[src/rtl/mem_access_unit_pkg.sv]
// -----------------------------------------------------------------------------
// mem_access_unit_pkg
// Shared definitions for the data-memory access unit:
//   - default data / byte-address width (taken from `WORD_WIDTH when defined)
//   - access size codes SIZE_B / SIZE_H / SIZE_W (11 is reserved)
//   - FSM state encodings
//   - request legality helper (alignment and size checks)
// Configuration macro: MEM_ACCESS_SUBWORD_EN enables byte/halfword accesses;
// without it only word accesses are legal.
// -----------------------------------------------------------------------------
`ifndef WORD_WIDTH
`define WORD_WIDTH 32
`endif

package mem_access_unit_pkg;

    localparam int WORD_WIDTH_DEF = `WORD_WIDTH;

    localparam logic [1:0] SIZE_B   = 2'b00;
    localparam logic [1:0] SIZE_H   = 2'b01;
    localparam logic [1:0] SIZE_W   = 2'b10;
    localparam logic [1:0] SIZE_RSV = 2'b11;

    typedef enum logic [2:0] {
        ST_IDLE = 3'd0,
        ST_RD   = 3'd1,
        ST_CAP  = 3'd2,
        ST_WR   = 3'd3,
        ST_RESP = 3'd4
    } mau_state_t;

    // Returns 1 when a request of this size at this byte lane must be
    // rejected with an error response instead of touching memory.
    function automatic logic req_is_bad(input logic [1:0] size, input logic [1:0] lane);
        logic bad;
        case (size)
            SIZE_W:  bad = (lane != 2'b00);
`ifdef MEM_ACCESS_SUBWORD_EN
            SIZE_B:  bad = 1'b0;
            SIZE_H:  bad = lane[0];
`endif
            default: bad = 1'b1;
        endcase
        return bad;
    endfunction

endpackage

[src/rtl/mem_lane_align.sv]
// -----------------------------------------------------------------------------
// mem_lane_align
// Combinational byte-lane steering for sub-word accesses.
// Ports:
//   word        in  WORD_WIDTH : word read from memory
//   lane        in  2          : byte offset inside the word (addr[1:0])
//   size        in  2          : SIZE_B / SIZE_H / SIZE_W
//   is_unsigned in  1          : zero-extend loads when 1, sign-extend when 0
//   wdata       in  WORD_WIDTH : right-justified store data
//   load_val    out WORD_WIDTH : extracted and extended load value
//   merged      out WORD_WIDTH : word with store data merged into its lane
// Only instantiated when MEM_ACCESS_SUBWORD_EN is defined.
// -----------------------------------------------------------------------------
module mem_lane_align
    import mem_access_unit_pkg::*;
#(
    parameter int WORD_WIDTH = WORD_WIDTH_DEF
) (
    input  logic [WORD_WIDTH-1:0] word,
    input  logic [1:0]            lane,
    input  logic [1:0]            size,
    input  logic                  is_unsigned,
    input  logic [WORD_WIDTH-1:0] wdata,
    output logic [WORD_WIDTH-1:0] load_val,
    output logic [WORD_WIDTH-1:0] merged
);

    logic [4:0]  byte_sh_s;
    logic [4:0]  half_sh_s;
    logic [7:0]  byte_s;
    logic [15:0] half_s;

    // Halfwords use only lane[1]; lane[0] is guaranteed 0 by the alignment check.
    assign byte_sh_s = {lane, 3'b000};
    assign half_sh_s = {lane[1], 4'b0000};
    assign byte_s    = word[byte_sh_s +: 8];
    assign half_s    = word[half_sh_s +: 16];

    // Load extraction with sign or zero extension.
    always_comb begin
        load_val = word;
        case (size)
            SIZE_B:  load_val = {{(WORD_WIDTH-8){byte_s[7] & ~is_unsigned}}, byte_s};
            SIZE_H:  load_val = {{(WORD_WIDTH-16){half_s[15] & ~is_unsigned}}, half_s};
            default: load_val = word;
        endcase
    end

    // Store merge: replace only the addressed lane of the captured word.
    always_comb begin
        merged = word;
        case (size)
            SIZE_B:  merged[byte_sh_s +: 8]  = wdata[7:0];
            SIZE_H:  merged[half_sh_s +: 16] = wdata[15:0];
            default: merged = wdata;
        endcase
    end

endmodule

[src/rtl/mem_access_unit.sv]
// -----------------------------------------------------------------------------
// mem_access_unit
// Initiator side of the data-memory port. Accepts one load/store at a time,
// sequences read/write strobes to a word-addressed memory with one-cycle read
// latency, and performs sub-word stores as read-modify-write.
// Ports:
//   clk, rst (async, active-low)
//   req_valid/req_ready, req_we, req_size, req_unsigned, req_addr, req_wdata
//   resp_valid/resp_ready, resp_rdata, resp_err
//   mem_read, mem_write, mem_addr (word index), mem_wdata, mem_rdata
// Configuration macro: MEM_ACCESS_SUBWORD_EN enables byte/halfword loads
// (extract/extend) and stores (RMW). Without it only word accesses are legal
// and req_unsigned is ignored.
// FSM: IDLE -> RD -> CAP -> (WR) -> RESP for loads and sub-word stores,
//      IDLE -> WR -> RESP for word stores, IDLE -> RESP for errors.
// -----------------------------------------------------------------------------
module mem_access_unit
    import mem_access_unit_pkg::*;
#(
    parameter int WORD_WIDTH = WORD_WIDTH_DEF,
    parameter int MEM_AW     = 10
) (
    input  logic                  clk,
    input  logic                  rst,
    input  logic                  req_valid,
    output logic                  req_ready,
    input  logic                  req_we,
    input  logic [1:0]            req_size,
    input  logic                  req_unsigned,
    input  logic [WORD_WIDTH-1:0] req_addr,
    input  logic [WORD_WIDTH-1:0] req_wdata,
    output logic                  resp_valid,
    input  logic                  resp_ready,
    output logic [WORD_WIDTH-1:0] resp_rdata,
    output logic                  resp_err,
    output logic                  mem_read,
    output logic                  mem_write,
    output logic [WORD_WIDTH-1:0] mem_addr,
    output logic [WORD_WIDTH-1:0] mem_wdata,
    input  logic [WORD_WIDTH-1:0] mem_rdata
);

    mau_state_t            state_r;
    mau_state_t            state_next_s;
    logic                  accept_s;
    logic                  bad_s;
    logic                  we_r;
    logic [MEM_AW-1:0]     word_idx_r;
    logic [WORD_WIDTH-1:0] mem_wdata_r;
    logic [WORD_WIDTH-1:0] resp_rdata_r;
    logic                  resp_err_r;
    logic                  unused_s;

    assign accept_s = req_valid && (state_r == ST_IDLE);
    assign bad_s    = req_is_bad(req_size, req_addr[1:0]);

`ifdef MEM_ACCESS_SUBWORD_EN
    logic [1:0]            size_r;
    logic                  uns_r;
    logic [1:0]            lane_r;
    logic [WORD_WIDTH-1:0] wdata_r;
    logic [WORD_WIDTH-1:0] load_val_s;
    logic [WORD_WIDTH-1:0] merged_s;

    mem_lane_align #(
        .WORD_WIDTH (WORD_WIDTH)
    ) u_lane_align (
        .word        (mem_rdata),
        .lane        (lane_r),
        .size        (size_r),
        .is_unsigned (uns_r),
        .wdata       (wdata_r),
        .load_val    (load_val_s),
        .merged      (merged_s)
    );

    // Sub-word request attributes, needed again when the read data returns.
    always_ff @(posedge clk or negedge rst) begin
        if (!rst) begin
            size_r  <= 2'b00;
            uns_r   <= 1'b0;
            lane_r  <= 2'b00;
            wdata_r <= {WORD_WIDTH{1'b0}};
        end else if (accept_s) begin
            size_r  <= req_size;
            uns_r   <= req_unsigned;
            lane_r  <= req_addr[1:0];
            wdata_r <= req_wdata;
        end
    end

    assign unused_s = ^req_addr[WORD_WIDTH-1:MEM_AW+2];
`else
    assign unused_s = ^{req_unsigned, req_addr[WORD_WIDTH-1:MEM_AW+2]};
`endif

    // State register.
    always_ff @(posedge clk or negedge rst) begin
        if (!rst) begin
            state_r <= ST_IDLE;
        end else begin
            state_r <= state_next_s;
        end
    end

    // Next-state logic; word stores skip the read, sub-word stores read first.
    always_comb begin
        state_next_s = state_r;
        case (state_r)
            ST_IDLE: begin
                if (req_valid) begin
                    if (bad_s) begin
                        state_next_s = ST_RESP;
                    end else if (req_we && (req_size == SIZE_W)) begin
                        state_next_s = ST_WR;
                    end else begin
                        state_next_s = ST_RD;
                    end
                end else begin
                    state_next_s = ST_IDLE;
                end
            end
            ST_RD:   state_next_s = ST_CAP;
            ST_CAP: begin
                if (we_r) begin
                    state_next_s = ST_WR;
                end else begin
                    state_next_s = ST_RESP;
                end
            end
            ST_WR:   state_next_s = ST_RESP;
            ST_RESP: begin
                if (resp_ready) begin
                    state_next_s = ST_IDLE;
                end else begin
                    state_next_s = ST_RESP;
                end
            end
            default: state_next_s = ST_IDLE;
        endcase
    end

    // Moore output decode.
    always_comb begin
        req_ready  = (state_r == ST_IDLE);
        resp_valid = (state_r == ST_RESP);
        mem_read   = (state_r == ST_RD);
        mem_write  = (state_r == ST_WR);
    end

    // Request capture at acceptance and result capture in CAP; memory-side
    // address/data come from these registers so they stay stable per access.
    always_ff @(posedge clk or negedge rst) begin
        if (!rst) begin
            we_r         <= 1'b0;
            word_idx_r   <= {MEM_AW{1'b0}};
            mem_wdata_r  <= {WORD_WIDTH{1'b0}};
            resp_rdata_r <= {WORD_WIDTH{1'b0}};
            resp_err_r   <= 1'b0;
        end else if (accept_s) begin
            we_r         <= req_we;
            word_idx_r   <= req_addr[MEM_AW+1:2];
            mem_wdata_r  <= req_we ? req_wdata : {WORD_WIDTH{1'b0}};
            resp_rdata_r <= {WORD_WIDTH{1'b0}};
            resp_err_r   <= bad_s;
        end else if (state_r == ST_CAP) begin
`ifdef MEM_ACCESS_SUBWORD_EN
            if (we_r) begin
                mem_wdata_r <= merged_s;
            end else begin
                resp_rdata_r <= load_val_s;
            end
`else
            resp_rdata_r <= mem_rdata;
`endif
        end
    end

    assign mem_addr   = {{(WORD_WIDTH-MEM_AW){1'b0}}, word_idx_r};
    assign mem_wdata  = mem_wdata_r;
    assign resp_rdata = resp_rdata_r;
    assign resp_err   = resp_err_r;

endmodule

[config.mk]
export PLATFORM = sky130hd
export DESIGN_NAME = mem_access_unit
export DESIGN_NICKNAME = d
export VERILOG_FILES = /design/src/rtl/mem_access_unit_pkg.sv /design/src/rtl/mem_lane_align.sv /design/src/rtl/mem_access_unit.sv
export SDC_FILE = /design/constraint.sdc
export NUM_CORES = 1
export LEC_CHECK = 0
export CAP_MARGIN = 0
export CORE_UTILIZATION = 41
export CTS_CLUSTER_SIZE = 10
export DETAILED_ROUTE_END_ITERATION = 8
export PLACE_DENSITY = 0.89
export SLEW_MARGIN = 0
export SYNTH_ARGS = -nofsm -noshare
export SYNTH_HDL_FRONTEND = slang
export SYNTH_SLANG_ARGS = --single-unit
[constraint.sdc]
create_clock -name clk -period 3.8 [get_ports clk]
set_clock_uncertainty 0.15 [all_clocks]
set_input_delay 0.76 -clock clk [delete_from_list [all_inputs] [get_ports clk]]
set_output_delay 0.76 -clock clk [all_outputs]
set_load 0.02 [all_outputs]
==> results.json, run 1 <==
{
  "rsz0062_at_grt": "false",
  "rr_endpoint": "resp_rdata[29]",
  "status": "complete, no violations",
  "synthCells": 374,
  "gp_congestion": 0.7617,
  "cts_hold_buffers": 0,
  "reg2reg_depth": 3,
  "hold_depth": 2,
  "cts_setup_buffers": 0,
  "clk_root_buffer_cell": "clkbuf_8",
  "grt_pass1_vias": 2915,
  "grt_antenna_before_repair": 0,
  "r2r_slack_ns": 1.56,
  "ant_nets": 0,
  "worstHoldStart": "mem_wdata[19]",
  "rows": 32,
  "grt_max_degree": 80,
  "worstSetupPathType": "register to output pin",
  "synth_area_um2": 3431,
  "cp_slowest_cell": "clkdlybuf4s50_1",
  "min_to": "mem_wdata[19]",
  "peakVddDrop_v": 0.0003567,
  "synthAdderAreaFrac_pct": 0,
  "final_cell_mix": "nand2_1, clkdlybuf4s50_1, dfrtp_1",
  "slew_viol_final": 0,
  "synth_edf_count": 0,
  "seq_area_frac_synth_pct": 57.62,
  "avgSynthCellArea_um2": 9.173,
  "fin_area_um2": 5145,
  "cts.sinks": 79,
  "drive_gt1_share_pct": 4.373,
  "synthTopCellsByArea": "dfrtp_1, nand2_1, buf_4, a21oi_1, nand3_1",
  "cts_resized": 0,
  "vias": 2933,
  "path_buf_inv": 1,
  "diodes": 0,
  "syn2layout_area_growth_pct": 49.96,
  "holdCritPathClass": "register to register",
  "globalRouteTotalUtil_pct": 20.39,
  "gr-total-overflow": 0,
  "path_delay_family": "buffers and inverters",
  "port_buffers": 161,
  "cts.clk_slew.worst_paths_ns": 0.07,
  "htree_levels": 3,
  "synth_top_family_by_area": "simple AND/OR/NAND/NOR gates",
  "cp.arrival_ns": 1.93,
  "hpwlAfterDp_um": 6151,
  "slew_headroom_pct": 10.86,
  "max_freq_mhz": 351.7,
  "layout.nets": 625,
  "ctsLongestPathBuffers": 2,
  "placed_area_um2": 4921,
  "cp_cell_sequence": "nor3b_1, clkdlybuf4s50_1",
  "end_kind": "output pin",
  "core-area_um2": 7928,
  "period_share_pct": 74.82,
  "die_h_um": 93.48,
  "muxShareOfSynthArea_pct": 0,
  "max_stage_delay_ns": 0.70,
  "die_x_um": 93.48,
  "start_kind": "register",
  "synth-simple-area-share_pct": 26.15,
  "setup_viol": 0,
  "die_area_um2": 8738,
  "grt_pass1_wl_um": 13670,
  "drtPass1Iterations": 6,
  "power_density_nw_per_um2": 580.1,
  "start_util_pct": 43.28,
  "tightest_slew_ns": 1.336,
  "io_pins": 205,
  "drv_cap": 0,
  "finalCriticalPeriod_ns": 2.843,
  "cp.depth": 2,
  "synth_xor_area_share_pct": 0,
  "yosysUniqueCellTypes": 26,
  "synth_top_area_share_pct": 57.62,
  "drt_wl_total_um": 8722,
  "required_ns": 2.89,
  "timing.rr.start": "state_r[1]",
  "yosys.area.top_type": "dfrtp_1",
  "ys_seq_elements": 79,
  "cts_tree": "yes",
  "tns_ns": 0,
  "layout_commonest_cell": "nand2_1",
  "synth-compound-area-share_pct": 5.689,
  "clkLatencyLatePin_ns": 0.33,
  "p_leak_nw": 2.365,
  "final_core_util_pct": 64.90,
  "wl_per_cell_um": 13.89,
  "numCtsBuffers": 9,
  "hold_viol": 0,
  "vias_per_cell": 4.670,
  "crit_path_max_fanout": 10,
  "drt_iter0_drc": 129,
  "synth_flop_cell": "dfrtp_1",
  "yosys_warnings": 0,
  "drcViolationCount": 0,
  "async_reset_ff_share_pct": 100.0
}
## state kept, by name, summed over array words and instances, names as in the netlist
name	flops
resp_rdata	32
we_r	1
state_r	3
word_idx_r	10
resp_err	1
mem_wdata	32
## worst reg2reg max path, stage by stage (launching register included)
cell,delay (ns)
dfrtp_1,0.53
nor3b_4,1.13
nand2_1,0.17
a21oi_1,0.18
## worst max-delay path by stage
stage | start | endpoint
after global routing | state_r[0] | mem_read
after floorplan | state_r[2] | mem_read
after global placement | req_valid | state_r[1]
final | state_r[0] | mem_read
after CTS | state_r[0] | mem_read
after detailed placement | req_valid | state_r[1]
## cells in the mapped netlist, types with 2 or more instances
cell type,instances
a21oi_1,32
buf_2,13
buf_4,23
buf_6,9
clkbuf_1,4
dfrtp_1,79
nand2_1,161
nand3_1,32
nor2_1,3
nor3b_1,2
## logic make-up after synthesis
group	Yosys count
AOI/OAI and AO/OA	36
buffers and inverters	50
DFF	79
other	1
and+or+nand+nor	208
## routing by layer
| metal | vias to the layer above | share of wire [%] | GRT usage, % |
|---|---|---|---|
| met5 | - | 0 | 0 |
| met1 | 1358 | 41 | 24.48 |
| met4 | 0 | 2.8 | 9.615 |
| li1 | 1441 | - | - |
| met3 | 21 | 7.4 | 5.203 |
| met2 | 113 | 49 | 34.19 |
## final cells by class
type / instances / area (um2)
clock buffer: 13 / 158.9
clock inverter: 3 / 65.06
fill: 667 / 2783
inverter: 1 / 3.754
multi-input combinational: 266 / 1181
sequential: 79 / 1977
tap: 102 / 127.6
timing repair buffer: 164 / 1632
## stage by stage
step | hold WS (ns) | setup slack [ns] | total power, W | std cells
after global routing | 0.3440 | 0.8625 | 0.003152 | 628
after CTS | 0.3228 | 0.9311 | 0.003024 | 628
after floorplan | 0.3144 | 1.781 | 0.001772 | 395
after detailed placement | 0.3060 | 1.267 | 0.002320 | 612
after global placement | 0.2995 | 1.274 | 0.002281 | 612
final | 0.3140 | 0.9570 | 0.002985 | 628
## report_power, final
group | internal, W | switching [W] | total [W]
Combinational | 0.000514 | 0.000616 | 0.00113
Sequential | 0.00104 | 0.000126 | 0.00117
Clock | 0.000406 | 0.000283 | 0.000689
No activity file was read; power rests on OpenSTA's default activity.
==> inputs of run 2 (changes only) <==
--- a/config.mk
+++ b/config.mk
@@ -6,10 +6,10 @@
 export NUM_CORES = 1
 export LEC_CHECK = 0
 export CAP_MARGIN = 0
-export CORE_UTILIZATION = 41
+export CORE_UTILIZATION = 38
 export CTS_CLUSTER_SIZE = 10
 export DETAILED_ROUTE_END_ITERATION = 8
-export PLACE_DENSITY = 0.89
+export PLACE_DENSITY = 0.83
 export SLEW_MARGIN = 0
 export SYNTH_ARGS = -nofsm -noshare
 export SYNTH_HDL_FRONTEND = slang
==> constraint.sdc (replaced) <==
create_clock -name clk -period 3 [get_ports clk]
set_clock_uncertainty 0.15 [all_clocks]
set_input_delay 0.6 -clock clk [delete_from_list [all_inputs] [get_ports clk]]
set_output_delay 0.6 -clock clk [all_outputs]
set_load 0.02 [all_outputs]
==> run 2 against run 1 <==
  * Final cell count rose by 0.96%
  * Flip-flop and latch count did not move
  * Via count rose by 1.4%
  * Highest routed layer unchanged
  * Die area rose by 7.7%
  * First-iteration DRC count fell by 10%
  * Combinational power rose by 26%
  * Worst hold slack got worse by 0.035 ns
  * Global-route usage fell by 2.0 points
  * Wire length fell by 3.3%
  * Register-to-register slack got worse by 0.50 ns
==> results.json, run 2 (synthesized netlist as in run 1, its figures left out) <==
{
  "status": "complete, no violations",
  "diodes": 0,
  "grt_antenna_before_repair": 0,
  "path_delay_family": "buffers and inverters",
  "die_h_um": 97.02,
  "max_stage_delay_ns": 0.69,
  "cp.depth": 2,
  "drt_iter0_drc": 116,
  "cts_setup_buffers": 0,
  "grt_pass1_wl_um": 13970,
  "hpwlAfterDp_um": 5925,
  "peakVddDrop_v": 0.0004265,
  "layout_commonest_cell": "nand2_1",
  "wl_met3_um": 626,
  "crit_path_max_fanout": 10,
  "placed_area_um2": 4936,
  "htree_levels": 3,
  "wl_per_cell_um": 13.30,
  "cts.clk_slew.worst_paths_ns": 0.08,
  "fin_area_um2": 5134,
  "vias": 2974,
  "drt_wl_total_um": 8431,
  "finalCriticalPeriod_ns": 2.727,
  "gr-total-overflow": 0,
  "vias_per_cell": 4.691,
  "slew_headroom_pct": 34.43,
  "grt_pass1_vias": 2960,
  "ctsLongestPathBuffers": 2,
  "whs_ns": 0.2789,
  "grt_max_degree": 80,
  "start_kind": "register",
  "worstSetupPathType": "register to output pin",
  "setup_viol": 0,
  "drive_gt1_share_pct": 4.563,
  "clkLatencyLatePin_ns": 0.33,
  "holdCritPathClass": "input pin to asynchronous set/reset pin",
  "end_kind": "output pin",
  "gp_congestion": 0.7312,
  "core-area_um2": 8721,
  "rr_endpoint": "state_r[1]",
  "final_cell_mix": "nand2_1, clkdlybuf4s50_1, dfrtp_1",
  "tightest_slew_ns": 0.9835,
  "regArea_um2": 1977,
  "fin_total_pwr_w": 0.003686,
  "wl_met2_um": 4173,
  "period_share_pct": 90.92,
  "routed.top_layer": "met4",
  "globalRouteTotalUtil_pct": 18.39,
  "cp.arrival_ns": 1.98,
  "drtPass1Iterations": 4,
  "timing.rr.start": "state_r[0]",
  "die_x_um": 97.02,
  "multiInputGateArea_um2": 1181,
  "slew_viol_final": 0,
  "start_util_pct": 39.34,
  "path_buf_inv": 1,
  "m1WireLength_um": 3476,
  "cp_cell_sequence": "nor3b_1, clkdlybuf4s50_1",
  "drcViolationCount": 0,
  "r2r_slack_ns": 1.06,
  "drv_cap": 0,
  "cts_tree": "yes",
  "p_leak_nw": 2.355,
  "max_freq_mhz": 366.6,
  "n_fill_cell": 755,
  "ant_nets": 0,
  "die_area_um2": 9412,
  "power_density_nw_per_um2": 717.9,
  "cts_resized": 0,
  "tns_ns": 0,
  "cp_slowest_cell": "clkdlybuf4s50_1",
  "hold_viol": 0,
  "io_pins": 205,
  "rsz0062_at_grt": "false",
  "cts.sinks": 79,
  "clk_root_buffer_cell": "clkbuf_8",
  "syn2layout_area_growth_pct": 49.64,
  "reg2reg_depth": 3,
  "port_buffers": 161,
  "required_ns": 2.25,
  "cts_hold_buffers": 0,
  "layout.nets": 626,
  "numCtsBuffers": 9,
  "rows": 34
}
## run 2: where the power goes
group          total (W)  switching (W)  internal (W)
combinational    0.00142       0.000773      0.000652
clock           0.000785       0.000360      0.000425
sequential       0.00148       0.000158       0.00132
## run 2: worst max-delay path by stage
stage                     startpoint         end  slack, ns
after global placement     req_valid  state_r[1]       0.64
after CTS                 state_r[0]    mem_read       0.24
final                     state_r[0]    mem_read       0.27
after detailed placement   req_valid  state_r[1]       0.61
after global routing      state_r[0]    mem_read       0.13
after floorplan           state_r[2]    mem_read       1.14
## run 2: metal layers
metal  vias to the layer above  GRT usage (%)
li1                       1438              -
met2                       111          30.99
met4                         0          6.774
met3                        16          5.997
met5                         -              0
met1                      1409          21.87
## run 2: per-stage QoR
stage | utilization [%] | setup WS [ns] | instances
finish | 58.87 | 0.2725 | 634
global route | 58.87 | 0.1294 | 634
CTS | 58.87 | 0.2446 | 634
detailed placement | 56.60 | 0.6098 | 619
global placement | 56.60 | 0.6402 | 619
floorplan | - | 1.141 | 395
## run 2: final cells by class
cell class / count / area share, %
Tap cell: 108 / 2.632
Sequential cell: 79 / 38.51
Inverter: 1 / 0.07312
Timing Repair Buffer: 165 / 31.93
Clock buffer: 12 / 3.022
Clock inverter: 3 / 0.8287
Multi-Input combinational cell: 266 / 23.01
==> inputs of run 3 (changes only) <==
--- a/config.mk
+++ b/config.mk
@@ -9,8 +9,10 @@
 export CORE_UTILIZATION = 38
 export CTS_CLUSTER_SIZE = 10
 export DETAILED_ROUTE_END_ITERATION = 8
+export GPL_TIMING_DRIVEN = 0
 export PLACE_DENSITY = 0.83
 export SLEW_MARGIN = 0
 export SYNTH_ARGS = -nofsm -noshare
 export SYNTH_HDL_FRONTEND = slang
 export SYNTH_SLANG_ARGS = --single-unit
+export TNS_END_PERCENT = 1
==> run 3 against run 2 <==
  * Critical path type unchanged
  * Final cell count grew 7.3%
  * Largest power group is now combinational cells
  * Sequential power is essentially flat
  * Clock power is essentially flat
  * Fmax grew 5.0%
  * Non-clock buffer count grew 45
  * Via count grew 3.9%
==> results.json, run 3 (synthesized netlist as in run 1, its figures left out) <==
{
  "setup_viol": 0,
  "core-area_um2": 8721,
  "layout_commonest_cell": "nand2_1",
  "end_kind": "output pin",
  "grt_pass1_wl_um": 14880,
  "worstSetupPathType": "register to output pin",
  "final_cell_mix": "nand2_1, clkdlybuf4s50_1, dfrtp_1",
  "power_density_nw_per_um2": 693.5,
  "drcViolationCount": 0,
  "drt_wl_total_um": 8837,
  "dp_cells": 664,
  "vias": 3091,
  "cts.clk_slew.worst_paths_ns": 0.09,
  "grt_antenna_before_repair": 0,
  "start_kind": "register",
  "diodes": 0,
  "drive_gt1_share_pct": 11.71,
  "die_h_um": 97.02,
  "holdCritPathClass": "input pin to asynchronous set/reset pin",
  "cp.arrival_ns": 1.85,
  "port_buffers": 160,
  "regArea_um2": 1977,
  "layout.nets": 671,
  "cts_setup_buffers": 0,
  "drt_iter0_drc": 94,
  "slew_viol_final": 0,
  "ctsLongestPathBuffers": 2,
  "grt_max_degree": 43,
  "die_x_um": 97.02,
  "clk_root_buffer_cell": "clkbuf_8",
  "cts_hold_buffers": 0,
  "rsz0062_at_grt": "false",
  "hpwlAfterDp_um": 6685,
  "reg2reg_depth": 6,
  "groute.layer.met2.usage_pct": 33.26,
  "hold_viol": 0,
  "io_pins": 205,
  "period_share_pct": 86.61,
  "met3_usage_pct": 6.575,
  "required_ns": 2.25,
  "htree_levels": 3,
  "tns_ns": 0,
  "final_cells": 680,
  "clkLatencyLatePin_ns": 0.33,
  "crit_path_max_fanout": 10,
  "drv_cap": 0,
  "vias_per_cell": 4.546,
  "numCtsBuffers": 9,
  "cts.sinks": 79,
  "syn2layout_area_growth_pct": 59.23,
  "wl_per_cell_um": 13.00,
  "peakVddDrop_v": 0.0003994,
  "globalRouteTotalUtil_pct": 19.54,
  "start_util_pct": 39.34,
  "die_area_um2": 9412,
  "p_leak_nw": 2.579,
  "r2r_slack_ns": 1.13,
  "gr-total-overflow": 0,
  "met1_usage_pct": 23.43,
  "grt-busiest-layer": "met2",
  "gp_congestion": 0.7735,
  "cts_tree": "yes",
  "ant_nets": 0,
  "max_freq_mhz": 384.9,
  "worstSetupStartpoint": "state_r[2]",
  "status": "complete, no violations",
  "finalCriticalPeriod_ns": 2.598,
  "rr_endpoint": "word_idx_r[9]",
  "multiInputGateArea_um2": 1175,
  "rows": 34,
  "n_fill_cell": 743,
  "timing.rr.start": "state_r[1]",
  "grt_pass1_vias": 3157,
  "drtPass1Iterations": 6,
  "cts_resized": 0
}
[run 3: changes by cell type in the layout (fill, tap and decap cells not counted), moves of 2 or more]
cell        delta
buf_4         +19
buf_2         +13
buf_6          +9
clkbuf_1       +4
clkinvlp_4     +2
[run 3: worst max-delay path by stage]
stage	end	cells past startpoint	slack, ns
after floorplan	mem_read	2	1.14
final	mem_read	3	0.40
after detailed placement	word_idx_r[5]	6	0.63
after CTS	mem_read	3	0.37
after global routing	mem_read	3	0.27
after global placement	word_idx_r[5]	1	-1.51
[run 3: final cells by class]
cell class / instances / area share, %
inverter: 1 / 0.06871
tap: 108 / 2.474
buffer: 49 / 6.482
clock inverter: 5 / 1.054
timing repair buffer: 161 / 29.64
multi-input combinational: 266 / 21.51
sequential: 79 / 36.19
clock buffer: 11 / 2.588
[run 3: where the power goes]
part / leakage (nW) / internal [W] / total, W / switching [W]
Sequential: 1.05 / 0.00132 / 0.00146 / 0.000141
Clock: 0.0916 / 0.000406 / 0.000788 / 0.000382
Combinational: 1.44 / 0.000725 / 0.00154 / 0.000817
[run 3: metal layers]
metal | share of wire, % | wire [um] | up-vias
met3 | 7.4 | 654 | 10
met5 | 0 | 0 | -
met4 | 1.0 | 90 | 0
met1 | 43 | 3761 | 1436
li1 | - | - | 1532
met2 | 49 | 4330 | 113
[run 3: stage by stage]
stage                     hold WS, ns  cell area [um2]  worst slack (ns)  utilization [%]  total power, W
after floorplan                0.1544             3510             1.141                -        0.002244
after global placement         0.2986             5246            -1.509            60.16        0.002991
after detailed placement       0.3042             5264            0.6313            60.36        0.003033
after CTS                     0.07342             5463            0.3712            62.64        0.003828
after global routing          0.08479             5463            0.2695            62.64        0.004013
final                         0.06566             5463            0.4018            62.64        0.003789
[run 3: worst max-delay path, cell delays in order (launching register included)]
cell and delay, ns:
dfrtp_1 0.38, buf_2 0.19, nor3b_1 0.27, clkdlybuf4s50_1 0.69
